==> src/rtl/complex_pkg.sv <==
// Shared types and index constants for the sequential complex multiplier.
package complex_pkg;

    localparam int unsigned FP_W     = 64;
    localparam int unsigned NUM_OPS  = 6;
    localparam int unsigned MUL_OPS  = 4;
    localparam int unsigned CNT_W    = 3;

    // operand vector positions
    localparam int unsigned AR_IDX   = 3;
    localparam int unsigned AI_IDX   = 2;
    localparam int unsigned BR_IDX   = 1;
    localparam int unsigned BI_IDX   = 0;

    // result and FPU operand positions
    localparam int unsigned RE_IDX   = 1;
    localparam int unsigned IM_IDX   = 0;
    localparam int unsigned X_IDX    = 1;
    localparam int unsigned Y_IDX    = 0;

    // response slots, written in issue order
    localparam int unsigned P0_SLOT  = 0;
    localparam int unsigned P1_SLOT  = 1;
    localparam int unsigned P2_SLOT  = 2;
    localparam int unsigned P3_SLOT  = 3;
    localparam int unsigned RE_SLOT  = 4;
    localparam int unsigned IM_SLOT  = 5;

    // responses needed before the final subtract/add may issue
    localparam int unsigned SUB_NEED = 2;
    localparam int unsigned ADD_NEED = 4;

    typedef enum logic [1:0] {
        COP_MUL = 2'd0,
        COP_ADD = 2'd1,
        COP_SUB = 2'd2
    } cop_e;

endpackage

==> src/rtl/fpnew_pkg.sv <==
// FPU status flag type shared with the floating-point unit.
// Bit order matches the FPU: {nv, dz, of, uf, nx}, nx in bit 0.
package fpnew_pkg;

    typedef struct packed {
        logic nv;
        logic dz;
        logic of;
        logic uf;
        logic nx;
    } status_t;

endpackage

==> src/rtl/complex_mul_seq.sv <==
// Sequential FP64 complex multiply (a*b) built from six ops on an external in-order FPU.
// The block only sequences operations and copies bits; all arithmetic happens in the FPU.
module complex_mul_seq
    import complex_pkg::*;
(
    input  logic                 clk_i,
    input  logic                 rst_ni,
    input  logic [3:0][FP_W-1:0] operands_i,
    input  logic                 in_valid_i,
    output logic                 in_ready_o,
    input  logic                 flush_i,
    output logic [1:0][FP_W-1:0] result_o,
    output fpnew_pkg::status_t   status_o,
    output logic                 out_valid_o,
    input  logic                 out_ready_i,
    output logic                 busy_o,
    output logic                 fpu_req_valid_o,
    input  logic                 fpu_req_ready_i,
    output cop_e                 fpu_op_o,
    output logic [1:0][FP_W-1:0] fpu_operands_o,
    output logic                 fpu_flush_o,
    input  logic                 fpu_rsp_valid_i,
    output logic                 fpu_rsp_ready_o,
    input  logic [FP_W-1:0]      fpu_result_i,
    input  fpnew_pkg::status_t   fpu_status_i
);

    localparam int unsigned ST_W = $bits(fpnew_pkg::status_t);

    typedef enum logic [1:0] {
        IDLE = 2'd0,
        RUN  = 2'd1,
        DONE = 2'd2
    } state_e;

    state_e                     state;
    state_e                     state_next;
    logic [3:0][FP_W-1:0]       ops;
    logic [NUM_OPS-1:0][FP_W-1:0] slot;
    fpnew_pkg::status_t         status;
    logic [CNT_W-1:0]           iss_cnt;
    logic [CNT_W-1:0]           rsp_cnt;
    logic                       in_hs;
    logic                       req_hs;
    logic                       rsp_hs;
    logic                       last_rsp;
    logic                       op_ready;

    assign in_ready_o      = (state == IDLE);
    assign busy_o          = (state != IDLE);
    assign out_valid_o     = (state == DONE);
    assign result_o        = {slot[RE_SLOT], slot[IM_SLOT]};
    assign status_o        = status;
    assign fpu_flush_o     = flush_i;
    assign fpu_rsp_ready_o = (state == RUN) && !flush_i;
    assign fpu_req_valid_o = (state == RUN) && !flush_i && op_ready;

    assign in_hs    = in_valid_i && in_ready_o;
    assign req_hs   = fpu_req_valid_o && fpu_req_ready_i;
    assign rsp_hs   = fpu_rsp_valid_i && fpu_rsp_ready_o;
    assign last_rsp = rsp_hs && (rsp_cnt == CNT_W'(NUM_OPS - 1));

    // Products issue freely; sub/add wait for the responses they consume.
    always_comb begin
        op_ready = 1'b0;
        if (iss_cnt < CNT_W'(MUL_OPS))
            op_ready = 1'b1;
        else if (iss_cnt == CNT_W'(RE_SLOT))
            op_ready = (rsp_cnt >= CNT_W'(SUB_NEED));
        else if (iss_cnt == CNT_W'(IM_SLOT))
            op_ready = (rsp_cnt >= CNT_W'(ADD_NEED));
    end

    // Operation select: fixed issue order indexed by iss_cnt.
    always_comb begin
        fpu_op_o       = COP_MUL;
        fpu_operands_o = '0;
        case (iss_cnt)
            3'd0: begin
                fpu_operands_o[X_IDX] = ops[AR_IDX];
                fpu_operands_o[Y_IDX] = ops[BR_IDX];
            end
            3'd1: begin
                fpu_operands_o[X_IDX] = ops[AI_IDX];
                fpu_operands_o[Y_IDX] = ops[BI_IDX];
            end
            3'd2: begin
                fpu_operands_o[X_IDX] = ops[AR_IDX];
                fpu_operands_o[Y_IDX] = ops[BI_IDX];
            end
            3'd3: begin
                fpu_operands_o[X_IDX] = ops[AI_IDX];
                fpu_operands_o[Y_IDX] = ops[BR_IDX];
            end
            3'd4: begin
                fpu_op_o              = COP_SUB;
                fpu_operands_o[X_IDX] = slot[P0_SLOT];
                fpu_operands_o[Y_IDX] = slot[P1_SLOT];
            end
            3'd5: begin
                fpu_op_o              = COP_ADD;
                fpu_operands_o[X_IDX] = slot[P2_SLOT];
                fpu_operands_o[Y_IDX] = slot[P3_SLOT];
            end
            default: ;
        endcase
    end

    always_ff @(posedge clk_i or negedge rst_ni) begin
        if (!rst_ni) state <= IDLE;
        else         state <= state_next;
    end

    // DONE is entered in the same cycle the sixth response lands.
    always_comb begin
        state_next = state;
        case (state)
            IDLE:    if (in_hs)       state_next = RUN;
            RUN:     if (last_rsp)    state_next = DONE;
            DONE:    if (out_ready_i) state_next = IDLE;
            default:                  state_next = IDLE;
        endcase
        if (flush_i) state_next = IDLE;
    end

    always_ff @(posedge clk_i or negedge rst_ni) begin
        if (!rst_ni) begin
            ops     <= '0;
            slot    <= '0;
            status  <= '0;
            iss_cnt <= '0;
            rsp_cnt <= '0;
        end else if (flush_i) begin
            iss_cnt <= '0;
            rsp_cnt <= '0;
        end else begin
            if (in_hs) begin
                ops     <= operands_i;
                status  <= '0;
                iss_cnt <= '0;
                rsp_cnt <= '0;
            end
            if (req_hs) iss_cnt <= iss_cnt + CNT_W'(1);
            if (rsp_hs) begin
                slot[rsp_cnt] <= fpu_result_i;
                status        <= fpnew_pkg::status_t'(ST_W'(status) | ST_W'(fpu_status_i));
                rsp_cnt       <= rsp_cnt + CNT_W'(1);
            end
        end
    end

    // The FPU must never answer more operations than were issued.
    excess_rsp_a: assert property (@(posedge clk_i) disable iff (!rst_ni)
        !(fpu_rsp_valid_i && state == RUN && rsp_cnt >= CNT_W'(NUM_OPS)));

endmodule
==> config.mk <==
export PLATFORM = sky130hd
export DESIGN_NAME = complex_mul_seq
export DESIGN_NICKNAME = d
export VERILOG_FILES = /design/src/rtl/complex_pkg.sv /design/src/rtl/fpnew_pkg.sv /design/src/rtl/complex_mul_seq.sv
export SDC_FILE = /design/constraint.sdc
export NUM_CORES = 1
export LEC_CHECK = 0
export ABC_AREA = 1
export ABC_CLOCK_PERIOD_IN_PS = 2350
export CAP_MARGIN = 10
export CORE_MARGIN = 5
export CORE_UTILIZATION = 52
export DETAILED_ROUTE_END_ITERATION = 10
export PLACE_DENSITY = 0.81
export SKIP_CTS_REPAIR_TIMING = 1
export SYNTH_ARGS = -nofsm -noshare
export SYNTH_HDL_FRONTEND = slang
export SYNTH_SLANG_ARGS = --single-unit
==> constraint.sdc <==
create_clock -name clk_i -period 2.35 [get_ports clk_i]
set_clock_uncertainty 0.1 [all_clocks]
set_input_delay 0.3525 -clock clk_i [delete_from_list [all_inputs] [get_ports clk_i]]
set_output_delay 0.3525 -clock clk_i [all_outputs]
set_load 0.01 [all_outputs]
Word-level counts from Yosys, hierarchy flattened
Cells that the tools add are included.
{ "classes": {"bitwise_logic": 2, "eq_ne": 11, "muxes": 20, "order_cmp": 5, "n_reduce_logical": 18, "n_addsub": 2} }
{ "ops": {"columns": ["cell", "n"], "rows": [
  ["case mux 128 bit (6 select lines)", 1],
  ["bitwise mux 384 bit", 1],
  ["demux 64 bit (select 3 bit)", 1],
  ["two-way mux 64 bit", 1],
  ["two-way mux 3 bit", 5],
  ["two-way mux 5 bit", 2],
  ["equality test 3 bit (second input constant)", 3],
  ["two-way mux 2 bit", 4],
  ["logical AND 1 bit", 7],
  ["adder 3 x 1 -> 3 bit (second input constant)", 2],
  ["equality test 3 x 2 -> 1 bit (second input constant)", 2],
  ["case mux 2 bit (3 select lines)", 1],
  ["AND reduction 2 bit", 3],
  ["nonzero test 3 bit", 2],
  ["bitwise OR 5 bit", 1],
  ["less-than comparator 3 x 4 -> 1 bit (second input constant)", 1],
  ["case mux 2 bit (2 select lines)", 1],
  ["nonzero test 2 bit", 2],
  ["equality test 3 x 1 -> 1 bit (second input constant)", 1],
  ["greater-or-equal comparator 3 x 1 -> 1 bit (second input constant)", 1],
  ["greater-or-equal comparator 3 x 2 -> 1 bit (second input constant)", 1],
  ["greater-or-equal comparator 3 bit (second input constant)", 1],
  ["zero test 3 bit", 1],
  ["less-than comparator 3 bit (second input constant)", 1],
  ["other kinds (10)", 12]
]} }
{ "totals": {"input_bits": 332, "wordCells": 76, "out_inout_bits": 269, "reg_bits": 653} }

Longest topological paths before layout
Gate-level depths: netlist of run 1.
{ "depth": {"ltp_word": 8, "ltp_mapped": 9} }

Least setup slack after synthesis of run 1
Ideal clock, no wire load.
{ "synth_path": {"kind": "reg2out", "from": "register iss_cnt[1]", "to": "output fpu_operands_o[103] in the netlist's numbering", "n_path_buf": 2, "slack_ns": 0.353, "t_arrival_ns": 1.545, "stages_incl_launch_ff": 9, "path_cell_list": "dfrtp_1 > inv_1 > ha_1 > nand2_1 > inv_2 > buf_4 > buf_2 > nand2_1 > a31oi_1"} }
{ "synth_lines": {"columns": ["element", "line_no", "source"], "rows": [
  ["start, declared", "complex_mul_seq.sv:41", "logic [CNT_W-1:0] iss_cnt;"],
  ["start signal, assigned", "complex_mul_seq.sv:143", "if (req_hs) iss_cnt <= iss_cnt + CNT_W'(1);"],
  ["end, declared", "complex_mul_seq.sv:20", "output logic [1:0][FP_W-1:0] fpu_operands_o,"]
]} }

==> results of run 1 <==
-- power by group --
group / switching [mW] / internal (mW)
Sequential: 0.994 / 12.7
Clock: 4.59 / 6.47
Combinational: 2.90 / 2.36
Total: 8.48 / 21.6
-- cell usage after synthesis --
cell type  instances  share of area (%)
xnor2_1            1              0.031
a21oi_2            1              0.031
clkbuf_1          81                1.1
buf_6             16               0.63
buf_2            102                1.8
o21ai_1          192                3.3
clkbuf_2           1              0.017
nand3_1           10               0.17
clkinv_1           1              0.013
ha_1               8               0.35
nor2_4             1              0.039
nand3_2            1              0.035
nand2_1         1443                 19
nor2_2             1              0.022
dfrtp_1          653                 57
o21ai_0          199                3.5
o22ai_1            3              0.065
nand3b_1           1              0.026
inv_2              3              0.039
buf_4            135                3.5
nor2_1           135                1.8
a21oi_1          129                2.2
a31oi_1          128                2.8
inv_1            207                2.7
buf_1              1              0.013
nand2_2            3              0.065
-- registers in the layout (all words and copies together), names as in the netlist --
register / cells
rsp_cnt: 3
slot: 256
state: 2
iss_cnt: 3
status_o: 5
ops: 256
result_o: 128
-- per-stage QoR --
step	setup WS, ns	cells	power (mW)
after global routing	-0.534	4688	31.2
after detailed placement	-0.357	4538	19.0
after floorplan	0.353	3456	16.0
after CTS	-1.02	4661	30.0
final	-0.466	4693	30.0
after global placement	-0.313	4538	18.8
-- worst max-delay path by stage --
stage	start	end	depth (start not counted)
3_3_place_gp	iss_cnt[0]$_DFFE_PN0P_	fpu_operands_o[37]	9
2_1_floorplan	iss_cnt[1]$_DFFE_PN0P_	fpu_operands_o[103]	8
6_report	iss_cnt[1]$_DFFE_PN0P_	fpu_operands_o[95]	9
4_1_cts	iss_cnt[0]$_DFFE_PN0P_	fpu_operands_o[10]	9
3_5_place_dp	iss_cnt[0]$_DFFE_PN0P_	fpu_operands_o[38]	9
5_1_grt	iss_cnt[2]$_DFFE_PN0P_	fpu_operands_o[95]	9
-- logic make-up (layout without fill, tap and decap cells) --
| family | Yosys count | after routing | share of synthesized area, % |
|---|---|---|---|
| adder cells (fa/ha/maj) | 8 | 8 | 0.349 |
| AO/OA/AOI/OAI | 652 | 652 | 11.9 |
| XOR/XNOR | 1 | 1 | 0.0305 |
| buffers and inverters | 547 | 1070 | 9.78 |
| AND/OR/NAND/NOR | 1595 | 1595 | 21.0 |
| flip-flops | 653 | 653 | 56.9 |
| other | 0 | 10 | 0 |
-- worst min-delay path: stages --
cell	delay, ns
clkdlybuf4s50_1	0.39
nand2_1	0.06
nand2_1	0.04
-- layout by cell type (no fill, tap or decap), types with 74 or more instances in the layout --
| master | instances |
|---|---|
| dfrtp_1 | 653 |
| a21oi_1 | 85 |
| clkbuf_16 | 81 |
| nand2_1 | 1405 |
| a31oi_1 | 102 |
| clkdlybuf4s50_1 | 467 |
| o21ai_0 | 199 |
| buf_2 | 74 |
| o21ai_1 | 192 |
| inv_1 | 202 |
| nor2_1 | 119 |
-- per-layer routing --
layer | track usage, % | routed length [um]
met5 | 0 | 58
met4 | 14.6 | 4970
met3 | 7.69 | 9470
met2 | 50.4 | 48100
met1 | 39.3 | 37500
-- area by class of cell --
cell class,count,area share (%)
well taps,704,2.30
clock inverters,23,0.723
flip-flops and latches,653,42.7
multi-input cells,2256,27.2
repair buffers,736,19.6
diodes,10,0.0654
inverters,211,2.14
clock buffers,100,5.22
==> flow_metrics.tcl, run 1 <==
set metrics [dict create \
    placed_area_um2 35200 \
    clock_path_buffers 3 \
    nFillCells 4007 \
    cts_tree "built" \
    cts_root_buffer "clkbuf_16" \
    dieArea_um2 60000 \
    worstPathCellList "inv_2 > ha_4 > nand2_8 > nand2_8 > buf_12 > buf_6 > nand2_1 > a31oi_1 > clkbuf_2" \
    vdd_drop_max_mv 0.627 \
    syn_nets 3796 \
    cts_buffers 68 \
    clk_pin_slew_worst_paths_ns 0.06 \
    stdcell_area_um2 38200 \
    crit_family "buffers and inverters" \
    clk_latency_ns 0.61 \
    r2r_start "state[1]$_DFFE_PN0P_" \
    drtPass1Iterations 6 \
    fin_crit_ns 2.82 \
    nets 4266 \
    slowest_stage "dfrtp_1" \
    clock.fmax_mhz 355 \
    worstPathRequired_ns 1.90 \
    path_class "reg -> out" \
    r2r_slack_ns 0.45 \
    grt_pass1_wl_um 146000 \
    slew_viol_final 0 \
    min_to "ops[51]$_DFFE_PN0P_" \
    fin_util_pct 69.7 \
    start_kind "flip-flop" \
    dieWidth_um 245 \
    regArea_um2 16300 \
    clkSinkCount 653 \
    drive_above_1_share_pct 13.0 \
    path_max_fanout 11 \
    r2r-end "result_o[94]$_DFFE_PN0P_" \
    grt_pass1_vias 25500 \
    ant_nets 0 \
    hold_violations 0 \
    num_vias 26100 \
    row_count 86 \
    power-per-cell-area_nw_per_um2 785 \
    avgSynthCellArea_um2 8.31 \
    die_h_um 245 \
    ys_seq_area_share_pct 56.9 \
    yosysUniqueCellTypes 26 \
    multi_input_area_um2 10400 \
    syn_to_final_growth_pct 33.2 \
    totalWireLength_um 100000 \
    status "finished, violations left" \
    fin_crit_sh_pct 120 \
    syn_area_um2 28700 \
    end_kind "output port" \
    fin_hold_ws_ns 0.166 \
    ioPinCount 601 \
    postSynthCellCount 3456 \
    grt_overflow_total 0 \
    min-delay-start "operands_i[51]" \
    grt_max_degree 95 \
    wl_per_cell_um 21.3 \
    drt_iter0_markers 2574 \
    ys_warn_count 0 \
    violations "setup timing" \
    r2r_cells 7 \
    arrival_ns 2.36 \
    hp-class "in -> reg" \
    relSlewSlack_pct 63.8 \
    tns_ns -47.68 \
    tightest_slew_ns 0.542 \
    portBuffers 600 \
    rsz0062_at_grt "yes" \
    gr-usage-all-layers_pct 31.0 \
    finalWeightedCongestion 0.911 \
    crit_buf_inv 4 \
    slowest_delay_ns 0.42 \
    core_area_um2 54900 \
    fin_ws_ns -0.466 \
    cts_max_level 3 \
    drcViolationCount 0 \
    antenna_found_initial 13 \
    synth_seq_cells 653 \
    cp_common_cell "nand2_8" \
    dp_hpwl_um 65700 \
    setup_viol 131 \
    leakage_nw 18.1 \
    drv_cap 0 \
    hold_depth 3 \
    via_per_inst 5.57 \
    start_util_pct 52.3 \
]
Note: power is estimated with default switching activity, not from simulation.
==> run 2: changes to the inputs <==
--- a/config.mk
+++ b/config.mk
@@ -13,4 +13,6 @@
 export DETAILED_ROUTE_END_ITERATION = 10
+export GPL_TIMING_DRIVEN = 1
 export PLACE_DENSITY = 0.81
 export SKIP_CTS_REPAIR_TIMING = 1
+export SLEW_MARGIN = 40
 export SYNTH_ARGS = -nofsm -noshare
--- a/constraint.sdc
+++ b/constraint.sdc
@@ -4,2 +4,2 @@
 set_output_delay 0.3525 -clock clk_i [all_outputs]
-set_load 0.01 [all_outputs]
+set_load 0.05 [all_outputs]
==> flow_metrics.tcl, run 2 (same netlist as run 1, synthesis figures left out) <==
set metrics [dict create \
    regArea_um2 16300 \
    power-per-cell-area_nw_per_um2 820 \
    hold_violations 0 \
    core_area_um2 54900 \
    cts_max_level 3 \
    leakage_nw 19.2 \
    r2r-end "slot[111]$_DFFE_PN0P_" \
    layout_commonest_cell "nand2_1" \
    clk_latency_ns 0.60 \
    slew_viol_final 0 \
    r2r_start "state[1]$_DFFE_PN0P_" \
    ant_nets 0 \
    grt_pass1_wl_um 150000 \
    setup_viol 130 \
    clock.fmax_mhz 319 \
    start_kind "flip-flop" \
    arrival_ns 2.68 \
    status "finished, violations left" \
    tightest_slew_ns 0.680 \
    start_util_pct 52.3 \
    r2r_cells 7 \
    dieWidth_um 245 \
    clock_path_buffers 3 \
    totalWireLength_um 113000 \
    via_per_inst 5.86 \
    fin_crit_ns 3.14 \
    nets 4276 \
    nFillCells 3106 \
    fin_hold_ws_ns 0.167 \
    path_max_fanout 8 \
    fin_ws_ns -0.787 \
    drt_iter0_markers 3225 \
    cts_buffers 69 \
    drtPass1Iterations 6 \
    antenna_found_initial 10 \
    gr-usage-all-layers_pct 31.9 \
    clkSinkCount 653 \
    drv_cap 0 \
    drive_above_1_share_pct 18.3 \
    grt_max_degree 119 \
    fin_util_pct 77.5 \
    drcViolationCount 0 \
    cts_tree "built" \
    fin_crit_sh_pct 134 \
    num_vias 27500 \
    multi_input_area_um2 12600 \
    end_kind "output port" \
    dpl_worst_slack_ns 0.00439 \
    rsz0062_at_grt "yes" \
    die_h_um 245 \
    syn_to_final_growth_pct 48.2 \
    violations "setup timing" \
    cts_root_buffer "clkbuf_16" \
    dp_hpwl_um 65500 \
    grt_pass1_vias 26200 \
    final_cell_mix "1386 x nand2_1, 650 x dfrtp_1, 463 x clkdlybuf4s50_1" \
    clk_pin_slew_worst_paths_ns 0.06 \
    finalWeightedCongestion 0.908 \
    relSlewSlack_pct 54.6 \
    portBuffers 600 \
    vdd_drop_max_mv 0.698 \
    wl_per_cell_um 24.1 \
    r2r_slack_ns 0.47 \
    row_count 86 \
    dieArea_um2 60000 \
    worstPathRequired_ns 1.90 \
    hp-class "in -> async" \
    grt_overflow_total 0 \
    ioPinCount 601 \
    path_class "reg -> out" \
]
-- run 2: cell types whose count changed in the layout (fill, tap and decap cells not counted), moves of 12 or more --
cell	previous run	this run
a21oi_1	85	15
nand2_2	19	37
buf_12	65	183
clkbuf_16	81	93
buf_6	19	4
a31oi_4	6	103
nand2_1	1405	1386
buf_2	74	0
clkbuf_2	40	0
a21oi_4	4	50
a31oi_1	102	0
a21oi_2	41	65
-- run 2: per-layer routing --
metal	up-vias	wire length (um)	track usage, %
met3	459	11800	7.56
met2	1840	53900	51.9
li1	11800	-	-
met4	2	7440	14.5
met1	13500	40100	40.9
met5	-	19	0
-- run 2: report_power, final --
part	switching (mW)	leakage [nW]	internal (mW)
Clock	4.73	1.14	6.58
Combinational	5.34	9.48	4.32
Sequential	1.18	8.58	12.7
-- run 2: final cells by class --
class | instances | share of cell area (%)
Clock inverter | 29 | 0.729
Sequential cell | 653 | 38.4
Antenna cell | 11 | 0.0647
Timing Repair Buffer | 741 | 22.5
Timing Repair inverter | 1 | 0.0206
Multi-Input combinational cell | 2259 | 29.5
Inverter | 211 | 2.02
Clock buffer | 93 | 4.72
Tap cell | 704 | 2.07
-- run 2: how the worst max path moves through the flow --
stage / from / endpoint / slack, ns / cells past startpoint
finish: iss_cnt[1]$_DFFE_PN0P_ / fpu_operands_o[117] / -0.79 / 8
floorplan: iss_cnt[1]$_DFFE_PN0P_ / fpu_operands_o[13] / -0.03 / 7
global route: iss_cnt[1]$_DFFE_PN0P_ / fpu_operands_o[117] / -0.75 / 8
global placement: iss_cnt[1]$_DFFE_PN0P_ / fpu_operands_o[121] / 0.04 / 8
CTS: iss_cnt[0]$_DFFE_PN0P_ / fpu_operands_o[115] / -0.67 / 8
detailed placement: iss_cnt[0]$_DFFE_PN0P_ / fpu_operands_o[54] / 0.004 / 9
-- run 2: critical path, stage by stage (launching register included) --
cell       delay, ns
dfrtp_2         0.46
buf_4           0.16
ha_4            0.17
nand2_8         0.14
nand2_8         0.12
clkbuf_16       0.21
a21oi_1         0.35
a31oi_2         0.25
buf_12          0.21
-- run 2: through the flow --
step / TNS (ns) / std cells / instance area (um^2) / total power, mW
2_1_floorplan: -0.0262 / 3456 / 29600 / 17.9
3_3_place_gp: 0 / 4528 / 37300 / 22.1
3_5_place_dp: 0 / 4528 / 37300 / 22.3
4_1_cts: -71.54 / 4650 / 39600 / 33.6
5_1_grt: -65.38 / 4699 / 42500 / 36.0
6_report: -56.43 / 4702 / 42600 / 34.9
